===== src/rtl/cache_arbiter.sv =====
// cache_arbiter
//   Shares one cacheline adaptor between an I-cache and a D-cache.
//   Ownership is granted from IDLE, held in SERVE_I/SERVE_D until the
//   adaptor responds, then a one-cycle RELEASE deasserts every pmem_*
//   request so the adaptor always sees a gap between transactions.
//
//   Optional feature macro: ARBITER_ROUND_ROBIN_EN
//     defined   -> simultaneous requests alternate away from last_grant
//     undefined -> simultaneous requests always go to the D-cache
//
// Ports
//   clk, rst                    clock, synchronous active-high reset
//   i_pmem_read/address         I-cache fill request
//   i_pmem_rdata/resp           I-cache fill data / completion
//   d_pmem_read/write/address   D-cache fill / writeback request
//   d_pmem_wdata                D-cache writeback data
//   d_pmem_rdata/resp           D-cache fill data / completion
//   pmem_read/write/address/wdata   request to cacheline adaptor
//   pmem_rdata/resp                 response from cacheline adaptor
module cache_arbiter #(
    parameter int s_line = 256
) (
    input  logic              clk,
    input  logic              rst,
    input  logic              i_pmem_read,
    input  logic [31:0]       i_pmem_address,
    output logic [s_line-1:0] i_pmem_rdata,
    output logic              i_pmem_resp,
    input  logic              d_pmem_read,
    input  logic              d_pmem_write,
    input  logic [31:0]       d_pmem_address,
    input  logic [s_line-1:0] d_pmem_wdata,
    output logic [s_line-1:0] d_pmem_rdata,
    output logic              d_pmem_resp,
    output logic              pmem_read,
    output logic              pmem_write,
    output logic [31:0]       pmem_address,
    output logic [s_line-1:0] pmem_wdata,
    input  logic [s_line-1:0] pmem_rdata,
    input  logic              pmem_resp
);

    typedef enum logic [1:0] {IDLE, SERVE_I, SERVE_D, RELEASE} state_t;

    state_t state, state_next;
    logic   last_grant, last_grant_next;   // 0 = I, 1 = D
    logic   i_req, d_req, pick_d;

    assign i_req = i_pmem_read;
    assign d_req = d_pmem_read | d_pmem_write;

    // Tie-break for simultaneous requests. last_grant resets to I, so the
    // first contested grant after reset goes to D in both modes.
`ifdef ARBITER_ROUND_ROBIN_EN
    assign pick_d = ~last_grant;
`else
    assign pick_d = 1'b1;
`endif

    always_ff @(posedge clk) begin
        if (rst) begin
            state      <= IDLE;
            last_grant <= 1'b0;
        end else begin
            state      <= state_next;
            last_grant <= last_grant_next;
        end
    end

    always_comb begin
        state_next      = state;
        last_grant_next = last_grant;
        case (state)
            IDLE: begin
                if (d_req && (!i_req || pick_d)) begin
                    state_next      = SERVE_D;
                    last_grant_next = 1'b1;
                end else if (i_req) begin
                    state_next      = SERVE_I;
                    last_grant_next = 1'b0;
                end
            end
            // Owner dropping its request does not end the transaction;
            // only the adaptor response does.
            SERVE_I, SERVE_D: if (pmem_resp) state_next = RELEASE;
            RELEASE:          state_next = IDLE;
            default:          state_next = IDLE;
        endcase
    end

    // Outputs are forced quiet while rst is high so an abandoned
    // transaction is dropped in the reset cycle itself, not one later.
    always_comb begin
        pmem_read    = 1'b0;
        pmem_write   = 1'b0;
        pmem_address = '0;
        pmem_wdata   = '0;
        i_pmem_resp  = 1'b0;
        i_pmem_rdata = '0;
        d_pmem_resp  = 1'b0;
        d_pmem_rdata = '0;
        if (!rst) begin
            case (state)
                SERVE_I: begin
                    pmem_read    = i_pmem_read;
                    pmem_address = i_pmem_address;
                    i_pmem_resp  = pmem_resp;
                    i_pmem_rdata = pmem_rdata;
                end
                SERVE_D: begin
                    // Writeback wins when both read and write are raised.
                    pmem_read    = d_pmem_read & ~d_pmem_write;
                    pmem_write   = d_pmem_write;
                    pmem_address = d_pmem_address;
                    pmem_wdata   = d_pmem_wdata;
                    d_pmem_resp  = pmem_resp;
                    d_pmem_rdata = pmem_rdata;
                end
                default: ;
            endcase
        end
    end

endmodule


===== config.mk =====
export PLATFORM = sky130hd
export DESIGN_NAME = cache_arbiter
export DESIGN_NICKNAME = d
export VERILOG_FILES = /design/src/rtl/cache_arbiter.sv
export SDC_FILE = /design/constraint.sdc
export NUM_CORES = 1
export LEC_CHECK = 0
export CAP_MARGIN = 30
export CELL_PAD_IN_SITES_DETAIL_PLACEMENT = 1
export CELL_PAD_IN_SITES_GLOBAL_PLACEMENT = 1
export CORE_AREA = 2 2 532 534
export DETAILED_ROUTE_END_ITERATION = 12
export DIE_AREA = 0 0 534 536
export MAX_ROUTING_LAYER = met4
export PLACE_DENSITY_LB_ADDON = 0.3
export SLEW_MARGIN = 20
export SYNTH_ARGS = -nofsm -noshare
export SYNTH_HDL_FRONTEND = slang
export SYNTH_SLANG_ARGS = --single-unit

===== constraint.sdc =====
create_clock -name clk -period 1.54 [get_ports clk]
set_input_delay 0.308 -clock clk [delete_from_list [all_inputs] [get_ports clk]]
set_output_delay 0.308 -clock clk [all_outputs]
set_load 0.02 [all_outputs]

-- Word level (Yosys, flattened, before mapping)
Index checks and enable logic that the tools add are counted.
- input bits: 582
- logic and storage cells: 32
- output and inout bits: 804
- register bits after elaboration: 2
- equal/unequal tests: 5
- mux-type cells: 20
- bitwise gates (word level): 3
- reductions and logical operators: 3
- operator list (operator ; count):
    256-bit 2-to-1 mux ; 6
    32-bit case mux with 2 select lines ; 1
    32-bit 2-to-1 mux ; 1
    1-bit 2-to-1 mux ; 7
    2-bit 2-to-1 mux ; 3
    2-bit case mux with 3 select lines ; 1
    2-bit == test, second input constant ; 2
    3-bit != test, second input constant ; 1
    2-bit by 1-bit == test with 1-bit output, second input constant ; 1
    2-bit zero test ; 1
    2-bit != test, second input constant ; 1
    1-bit case mux with 2 select lines ; 1
    2-bit AND reduction ; 1
    2-bit OR reduction ; 1
    1-bit bitwise AND ; 1
    1-bit inverter ; 1
    1-bit bitwise OR ; 1

-- Depth between registers and ports, before layout
Gate-level depths: netlist (run 1).
- depth after elaboration: 4
- depth in mapped cells: 8
- depth with buffers taken out: 5

-- Worst setup path before layout (run 1)
OpenSTA, ideal clock, no wires.
- path kind: register to output
- start point: register state[0]
- end point: output d_pmem_rdata[100]
- stages on the path, launching flop included: 9
- path buffers: 4
- required time: 1.232 ns
- path slack: -0.207 ns
- arrival time: 1.439 ns
- cell sequence: dfxtp_1 inv_1 ha_1 buf_2 nor2b_4 buf_6 buf_6 buf_6 and2_1
- word-level cells in the longest chain between the ends: 3
- ends and longest elaborated chain (what ; line ; text):
    start, declared ; 45 ; state_t state, state_next;
    start signal, assigned ; 65 ; state <= state_next;
    2-bit == test ; 103 ; case (state)
    256-bit 2-to-1 mux ; 103 ;
    256-bit 2-to-1 mux ; 102 ; if (!rst) begin
    end, declared ; 33 ; output logic [s_line-1:0] d_pmem_rdata,
Every way passes these cells.

-- Final worst setup path (run 1)
- start point: register state[1]
- end point: output i_pmem_rdata[176]
- word-level cells in the longest chain between the ends: 3
- ends and longest elaborated chain (what ; line ; text):
    2-bit by 1-bit == test with 1-bit output ; 103 ;
    256-bit 2-to-1 mux ; 103 ;
    256-bit 2-to-1 mux ; 102 ;
    end, declared ; 27 ; output logic [s_line-1:0] i_pmem_rdata,
Every way passes these cells.

==> results.md, run 1 <==
Route:
- The detail route stage leaves a number of antenna-violating nets equal to 0.
- For this block, the initial DRC count from the detailed router was 450.
- The vias after detailed routing is 14,400.
- After detailed routing, the average wire length per cell comes to 34.8 microns.
- The final wirelength is 221,000 microns.
- After detailed routing, the number of remaining DRC violations is 0.
- Before antenna repair, the detailed router went through 5 iterations.
- Using the TritonRoute via totals, the vias-per-cell ratio works out to 2.27.

GRT:
- For this run, the total global-route usage over all layers was measured as 0.151.
- The number of antenna violations at the first check in global routing was 205.
- The total overflow reported by the global router is 0.
- Entering global routing, the biggest net connects 34 pins.
- The via count of the first global-routing pass was 14,700.
- The wire length of the first global-routing pass is 253,000 microns.

Status:
- The run finished, with violations left.
- The checks that failed: setup timing.

Layout:
- In the final layout, the registers with the most flip-flops are state x2.
- The share of final-layout standard cells stronger than drive strength 1 is 0.628.
- The most common library cell in the layout ignoring fill and taps is sky130_fd_sc_hd__clkdlybuf4s50_1.
- The count of fill cells added during filler insertion is 32,600.
- In the layout the commonest cells are sky130_fd_sc_hd__clkdlybuf4s50_1, sky130_fd_sc_hd__buf_12, sky130_fd_sc_hd__and2_4.
- The register with the most flip-flops in the final layout is state.
- The flip-flop count of the largest register after layout is 2.
- The signed area change from the synthesized netlist to the final layout is 470%.
- The number of nets in the final layout is 3,095.
- Registers take 47.5 sq um.
- Summing all multi-input logic gate instances after layout gives 0.00673 sq mm.

Floorplan:
- Row generation in the floorplan step produced 195 rows.
- The top-level port count is 1,386.
- The core region area is 0.281 sq mm.
- The die height is 536 microns.
- The initial core utilization is 0.0214.
- The die width is 534 microns.
- The full die area is 0.286 sq mm.

Worst setup path:
- The arrival time of data at the critical path endpoint is 2.00 ns.
- The worst setup path is captured at an output port.
- The start point of the critical path is state[1]$_SDFFE_PP0P_.
- The end of the worst register-to-register path is state[1]$_SDFFE_PP0P_.
- For the worst flop-to-flop path, the logic depth is 8.
- The slack of the worst reg-to-reg path is -0.24 ns.
- At the worst endpoint, the required time is 1.23 ns.
- In this run the worst path has a maximum fanout of 11.
- The type of element launching the critical path is a register.
- The category of the critical setup timing path is reg2out.
- The worst flop-to-flop path startpoint is state[0]$_SDFFE_PP0P_.

STA:
- The number of pins with negative max-slew slack in the final report came to 0.
- The final hold violation count is 0.
- After layout, the minimum clock period comes to 2.31 ns.
- Setup repair after global routing could not meet its margin everywhere.
- The sum of negative setup slack is -505.96 ns.
- The worst hold slack across all endpoints is 0.509 ns.
- In the finished design, the share of the clock period the worst path needs comes to 1.50.
- The highest clock frequency the design can meet is 0.432 GHz.
- The worst pin sits at a relative slew slack of 0.609.
- The actual slew at the worst max-slew pin is 0.585 ns.
- The slack of the critical path is -0.772 ns.
- The worst clock skew is 0.000704 ns.
- Setup violations remaining at the end of the flow were counted as 806.

CTS:
- The tree is rooted in a sky130_fd_sc_hd__clkbuf_16.
- The total clock buffers created by CTS is 3.
- TritonCTS built the clock tree.
- In this run, post-CTS hold repair placed 0 buffers.
- The H-tree depth is 1.
- After clock tree synthesis, the clock-pin slew on the worst setup and hold paths is 0.03 ns.
- The clock insertion delay at the later pin of the skew report is 0.22 ns.
- The clock net in this run drives a total of 2 sinks.
- The number of buffers on the longest clock path is 2.

Place:
- Detailed placement ended at an HPWL of 204,000 microns.
- Timing analysis after detailed placement gives a worst setup slack of -1.13 ns.
- The final RePlAce weighted congestion is 0.939.
- The port buffer count is 1,385.

Logic synthesis:
- The synthesis warning total is 0.
- Synthesis inferred 2 register bits.
- The number of instances in the synthesized netlist is 956.
- The cell area that synthesis handed to floorplanning was 0.00601 sq mm.
- The count of unique library cells instantiated by Yosys is 23.
- The synthesized area divided by synthesized cell count is 6.29 sq um.
- The number of nets handed over by synthesis was 1,542.
- The share of the Yosys chip area taken by registers is 0.00666.

Run:
- The max-capacitance violation count is 0.

Pwr:
- The total chip power is 30.2 mW.
- The static power due to leakage is 13.3 nW.
- Power spread over the standard cell area amounts to 881 mW/mm^2.
- The worst-case vdd ir drop is 0.510 mV.

Hold path:
- In this run the most critical hold path is launched from rst.
- The endpoint of the worst hold path is state[1]$_SDFFE_PP0P_.
- The min-delay analysis places its worst path in the category in2reg.
- The number of cells on the worst hold path is 3.
## synthesized netlist by cell type
library cell / number / area share
sky130_fd_sc_hd__a2111o_1: 1 / 0.0019
sky130_fd_sc_hd__a21oi_1: 2 / 0.0017
sky130_fd_sc_hd__a22oi_1: 32 / 0.040
sky130_fd_sc_hd__and2_1: 771 / 0.80
sky130_fd_sc_hd__and2b_4: 1 / 0.0017
sky130_fd_sc_hd__buf_1: 2 / 0.0012
sky130_fd_sc_hd__buf_2: 3 / 0.0025
sky130_fd_sc_hd__buf_4: 32 / 0.040
sky130_fd_sc_hd__buf_6: 16 / 0.030
sky130_fd_sc_hd__clkbuf_1: 34 / 0.021
sky130_fd_sc_hd__clkbuf_2: 9 / 0.0075
sky130_fd_sc_hd__dfxtp_1: 2 / 0.0067
sky130_fd_sc_hd__ha_1: 4 / 0.0083
sky130_fd_sc_hd__inv_1: 3 / 0.0019
sky130_fd_sc_hd__mux2_2: 1 / 0.0019
sky130_fd_sc_hd__nand2_1: 2 / 0.0012
sky130_fd_sc_hd__nand3b_1: 1 / 0.0012
sky130_fd_sc_hd__nor2_1: 34 / 0.021
sky130_fd_sc_hd__nor2b_1: 1 / 0.0010
sky130_fd_sc_hd__nor2b_4: 1 / 0.0023
sky130_fd_sc_hd__nor4b_1: 1 / 0.0015
sky130_fd_sc_hd__o21ai_0: 2 / 0.0017
sky130_fd_sc_hd__o311a_1: 1 / 0.0017
## per-stage QoR
stage | area (sq um) | cells | util
after floorplan | 6530 | 956 | -
after global placement | 30100 | 6112 | 0.107
after detailed placement | 30100 | 6112 | 0.107
after CTS | 32800 | 6222 | 0.117
after global routing | 34200 | 6343 | 0.122
final | 34300 | 6356 | 0.122
## report_power, final
part / internal [mW] / switching [mW] / leakage [nW] / total (mW)
sequential: 0.0923 / 0.0422 / 0.0178 / 0.134
combinational: 15.5 / 14.2 / 13.2 / 29.7
clock: 0.331 / 0.0654 / 0.0376 / 0.396
total: 15.9 / 14.3 / 13.3 / 30.2
## worst max path at each step
stage,slack (ns),cells past startpoint,end
after floorplan,-0.18,7,i_pmem_rdata[100]
after global placement,-1.13,6,pmem_address[29]
after detailed placement,-1.13,5,pmem_address[29]
after CTS,-0.87,9,i_pmem_rdata[27]
after global routing,-0.82,9,d_pmem_rdata[205]
final,-0.77,9,i_pmem_rdata[176]
## cell type report
type                       count  area share
antenna                      106     0.00774
clock buffer                   3     0.00219
timing repair buffer        1644       0.655
inverter                       3    0.000475
multi-input combinational    855       0.196
sequential                     2     0.00139
tap                         3743       0.137
## layer usage
metal	up-vias	wire length [microns]	global-route usage
li1	6154	-	-
met1	6858	87300	0.170
met2	1183	95600	0.228
met3	247	33800	0.0964
met4	0	4730	0.0202
met5	-	0	-
## critical path: stages (launching register included)
cell and delay (ns):
sky130_fd_sc_hd__dfxtp_4 0.35, sky130_fd_sc_hd__inv_4 0.07, sky130_fd_sc_hd__ha_4 0.12, sky130_fd_sc_hd__and2b_4 0.26, sky130_fd_sc_hd__buf_16 0.20, sky130_fd_sc_hd__buf_12 0.18
sky130_fd_sc_hd__buf_12 0.14, sky130_fd_sc_hd__buf_6 0.10, sky130_fd_sc_hd__and2_4 0.15, sky130_fd_sc_hd__buf_12 0.11
## kinds of logic after synthesis
kind of cell,share of synthesized area
multiplexers,0.00187
adder cells (fa/ha/maj),0.00832
AND/OR/NAND/NOR,0.832
flip-flops,0.00666
AO/OA/AOI/OAI,0.0468
buffers and inverters,0.104
## what timing repair did
item | 4_1_cts | 5_1_grt
cloned | 36 | 21
setup endpoints to repair | 806 | 806
setup buffers | 74 | 25
pin swaps | 22 | 46
gates resized for setup | 1463 | 325
Power figures use the tool's default switching activity.
==> run 2: changes to the inputs <==
--- a/config.mk
+++ b/config.mk
@@ -11,8 +11,10 @@
 export CORE_AREA = 2 2 532 534
 export DETAILED_ROUTE_END_ITERATION = 12
 export DIE_AREA = 0 0 534 536
+export GPL_ROUTABILITY_DRIVEN = 0
 export MAX_ROUTING_LAYER = met4
 export PLACE_DENSITY_LB_ADDON = 0.3
+export RECOVER_POWER = 100
 export SLEW_MARGIN = 20
 export SYNTH_ARGS = -nofsm -noshare
 export SYNTH_HDL_FRONTEND = slang
==> constraint.sdc (replaced) <==
create_clock -name clk -period 2.8 [get_ports clk]
set_input_delay 0.56 -clock clk [delete_from_list [all_inputs] [get_ports clk]]
set_output_delay 0.56 -clock clk [all_outputs]
set_load 0.02 [all_outputs]
==> run 2 against run 1 <==
Compared with the run above: the run now ends clean; register-to-register slack better by 1.5 ns; clock skew hardly changed; sequential share of layout area hardly changed; final cell count is 2.7% lower; first-iteration DRC count is 12% higher; utilization is 1.8 points lower; via count is 7.3% lower; critical path type is now in2out; critical endpoint is now pmem_wdata[50].
==> results.md, run 2 (synthesized netlist as in run 1, its figures left out) <==
Status:
- The run finished with clean final reports.

STA:
- The worst clock skew is 0.000897 ns (+0.000193 ns).
- The time the final worst path needs with I/O delays and setup is 2.76 ns.
- Setup repair after global routing could not meet its margin everywhere.
- The number of pins with negative max-slew slack in the final report is 0 (unchanged).
- The actual slew at the worst max-slew pin is 0.624 ns (+0.0383 ns).
- The final hold violation count was 0 (unchanged).
- The final cycle utilization of the critical path is 0.986.
- The final setup violation count is 0 (-100%).
- The highest clock frequency the design can meet is 0.362 GHz.
- The worst hold slack across all endpoints came to 0.505 ns (-0.00376 ns).
- The normalized max-slew margin is 0.578 (-0.0301).
- The sum of negative setup slack is 0 ns (+505.96 ns).

GRT:
- The maximum number of pins on one net before global-route repair is 62 (+82%).
- The total overflow reported by the global router came to 0 (unchanged).
- The overall routing resource usage is 0.132 (-0.0186).
- The wire length of the first global-routing pass is 225,000 microns (-11%).
- The via count of the first global-routing pass is 13,900 (-5.1%).
- The number of antenna violations at the first check in global routing is 149 (-27%).

Route:
- The per-cell routed wire length is 31.2 microns (-10%).
- The vias after detailed routing came to 13,400 (-7.3%).
- The ratio of routed vias to standard cells is 2.16 (-4.8%).
- The detailed-routing iteration count for the pre-antenna-repair pass is 5 (unchanged).
- The DRC violation count after routing came to 0 (unchanged).
- The number of DRC violations after detailed-routing iteration 0 is 503 (+12%).
- The final wirelength was 193,000 microns (-13%).
- The post-route antenna net violation count was 0 (unchanged).

Floorplan:
- The top-level port count came to 1,386 (unchanged).
- The die height is 536 microns (unchanged).
- The die width is 534 microns (unchanged).
- The initial core utilization came to 0.0214 (unchanged).
- The number of placement rows is 195 (unchanged).
- The core region area is 0.281 sq mm (unchanged).
- The full die area came to 0.286 sq mm (unchanged).

Worst setup path:
- The worst setup path is launched from an input pin.
- The worst setup path is captured at an output port.
- The highest fanout seen on the critical path is 39 (+28).
- The critical path data required time came to 2.24 ns (+1.01 ns).
- The arrival time of data at the critical path endpoint is 2.20 ns (+0.20 ns).
- The critical path is of the in2out type.

Place:
- The HPWL after detailed placement is 182,000 microns (-10%).
- The port buffer count is 1,385 (unchanged).

CTS:
- Clock tree synthesis selected as its root buffer the cell sky130_fd_sc_hd__clkbuf_16.
- The clock insertion delay at the later pin of the skew report was 0.22 ns (about the same).
- TritonCTS built the clock tree.
- The clock transition time at the flip-flop clock pins of the worst setup and hold paths is 0.03 ns (about the same).
- The H-tree depth is 1 (unchanged).
- The total clock buffers created by CTS was 3 (unchanged).
- The number of buffers on the longest clock path is 2 (unchanged).
- The TritonCTS sink count is 2 (unchanged).
- The count of hold-fix buffers inserted at cts was 0 (unchanged).

Layout:
- The signed area change from the synthesized netlist to the final layout is 388%.
- Leaving out fill and tap cells, the most frequent cell in the layout is sky130_fd_sc_hd__and2_1.
- The number of nets in the final layout is 2,931 (-5.3%).
- The largest registers in the layout are state x2.
- The final cell utilization of the core was 0.104 (-0.0176).
- The count of fill cells added during filler insertion was 33,100 (+1.2%).
- The register ranked first by flip-flop count is state.
- The flip-flop count of the largest register after layout is 2 (unchanged).
- The share of final-layout standard cells stronger than drive strength 1 was 0.293 (-0.335).
- The library cells used most frequently in the layout, excluding fill and tap cells, are sky130_fd_sc_hd__and2_1, sky130_fd_sc_hd__clkdlybuf4s50_1, sky130_fd_sc_hd__buf_12.

Hold path:
- The tightest min-delay check is of the reg2reg type.

Pwr:
- The static power due to leakage is 11.6 nW (-13%).
- The total chip power is 12.6 mW (-58%).
- The worst-case vdd ir drop was 0.245 mV (-52%).
- The power density normalized to cell area is 430 mW/mm^2 (-51%).

Run:
- The max-capacitance violation count is 0 (unchanged).
run 2: cell types whose count changed in the layout (fill, tap and decap cells not counted), moves of 9 or more:
cell / delta
sky130_fd_sc_hd__buf_16: -28
sky130_fd_sc_hd__and2_4: -462
sky130_fd_sc_hd__clkbuf_2: +14
sky130_fd_sc_hd__buf_6: -206
sky130_fd_sc_hd__clkdlybuf4s15_1: +22
sky130_fd_sc_hd__dlygate4sd2_1: +208
sky130_fd_sc_hd__buf_12: -81
sky130_fd_sc_hd__buf_8: -13
sky130_fd_sc_hd__and2_1: +452
sky130_fd_sc_hd__diode_2: -9
sky130_fd_sc_hd__buf_4: -82
sky130_fd_sc_hd__clkdlybuf4s50_1: +11
sky130_fd_sc_hd__clkbuf_16: -17
run 2: critical path, cell delays in order:
cell and delay, ns:
sky130_fd_sc_hd__dlygate4sd2_1 0.30, sky130_fd_sc_hd__nor2b_4 0.19, sky130_fd_sc_hd__buf_12 0.18, sky130_fd_sc_hd__clkbuf_2 0.17
sky130_fd_sc_hd__buf_16 0.18, sky130_fd_sc_hd__and2_1 0.15, sky130_fd_sc_hd__dlygate4sd2_1 0.38
run 2: layout make-up:
cell class | count | area, sq um | share of cell area
sequential | 2 | 40.0 | 0.00136
tap | 3743 | 4680 | 0.160
antenna | 97 | 243 | 0.00827
timing repair buffer | 1480 | 18800 | 0.641
multi-input combinational | 855 | 5470 | 0.186
inverter | 3 | 11.3 | 0.000384
clock buffer | 3 | 75.1 | 0.00256
run 2: per-stage QoR:
step	instances	worst slack [ns]	area, sq um
after CTS	6085	-0.00263	29000
after detailed placement	6074	-0.438	29000
final	6183	0.0388	29300
after global routing	6167	-0.0218	29300
after global placement	6074	-0.404	29000
after floorplan	956	0.801	6010
run 2: final timing paths:
kind                         startpoint                    end  slack, ns  depth (start not counted)
setup reg to reg  state[1]$_SDFFE_PP0P_  state[0]$_SDFFE_PP0P_       1.22                          5
hold reg to reg   state[1]$_SDFFE_PP0P_  state[1]$_SDFFE_PP0P_       0.51                          2
hold / removal    state[1]$_SDFFE_PP0P_  state[1]$_SDFFE_PP0P_       0.51                          2
setup / recovery                    rst         pmem_wdata[50]       0.04                          7
run 2: repair_timing:
action                     CTS  global route
setup endpoints to repair  632            94
pin swaps                    0             0
cloned                       4             0
gates resized for setup    303            96
setup buffers                4             1
run 2: layer usage:
metal / track usage / part of all wire / vias to the layer above
li1: - / - / 5767
met1: 0.161 / 0.43 / 6381
met2: 0.199 / 0.43 / 1099
met3: 0.0601 / 0.11 / 134
met4: 0.0245 / 0.024 / 0
met5: - / 0 / -
run 2: where the power goes:
group | total, mW | leakage [nW] | switching (mW) | internal, mW
clock | 0.215 | 0.0376 | 0.0336 | 0.182
combinational | 12.4 | 11.6 | 6.63 | 5.72
sequential | 0.0534 | 0.0166 | 0.0109 | 0.0425
total | 12.6 | 11.6 | 6.67 | 5.95
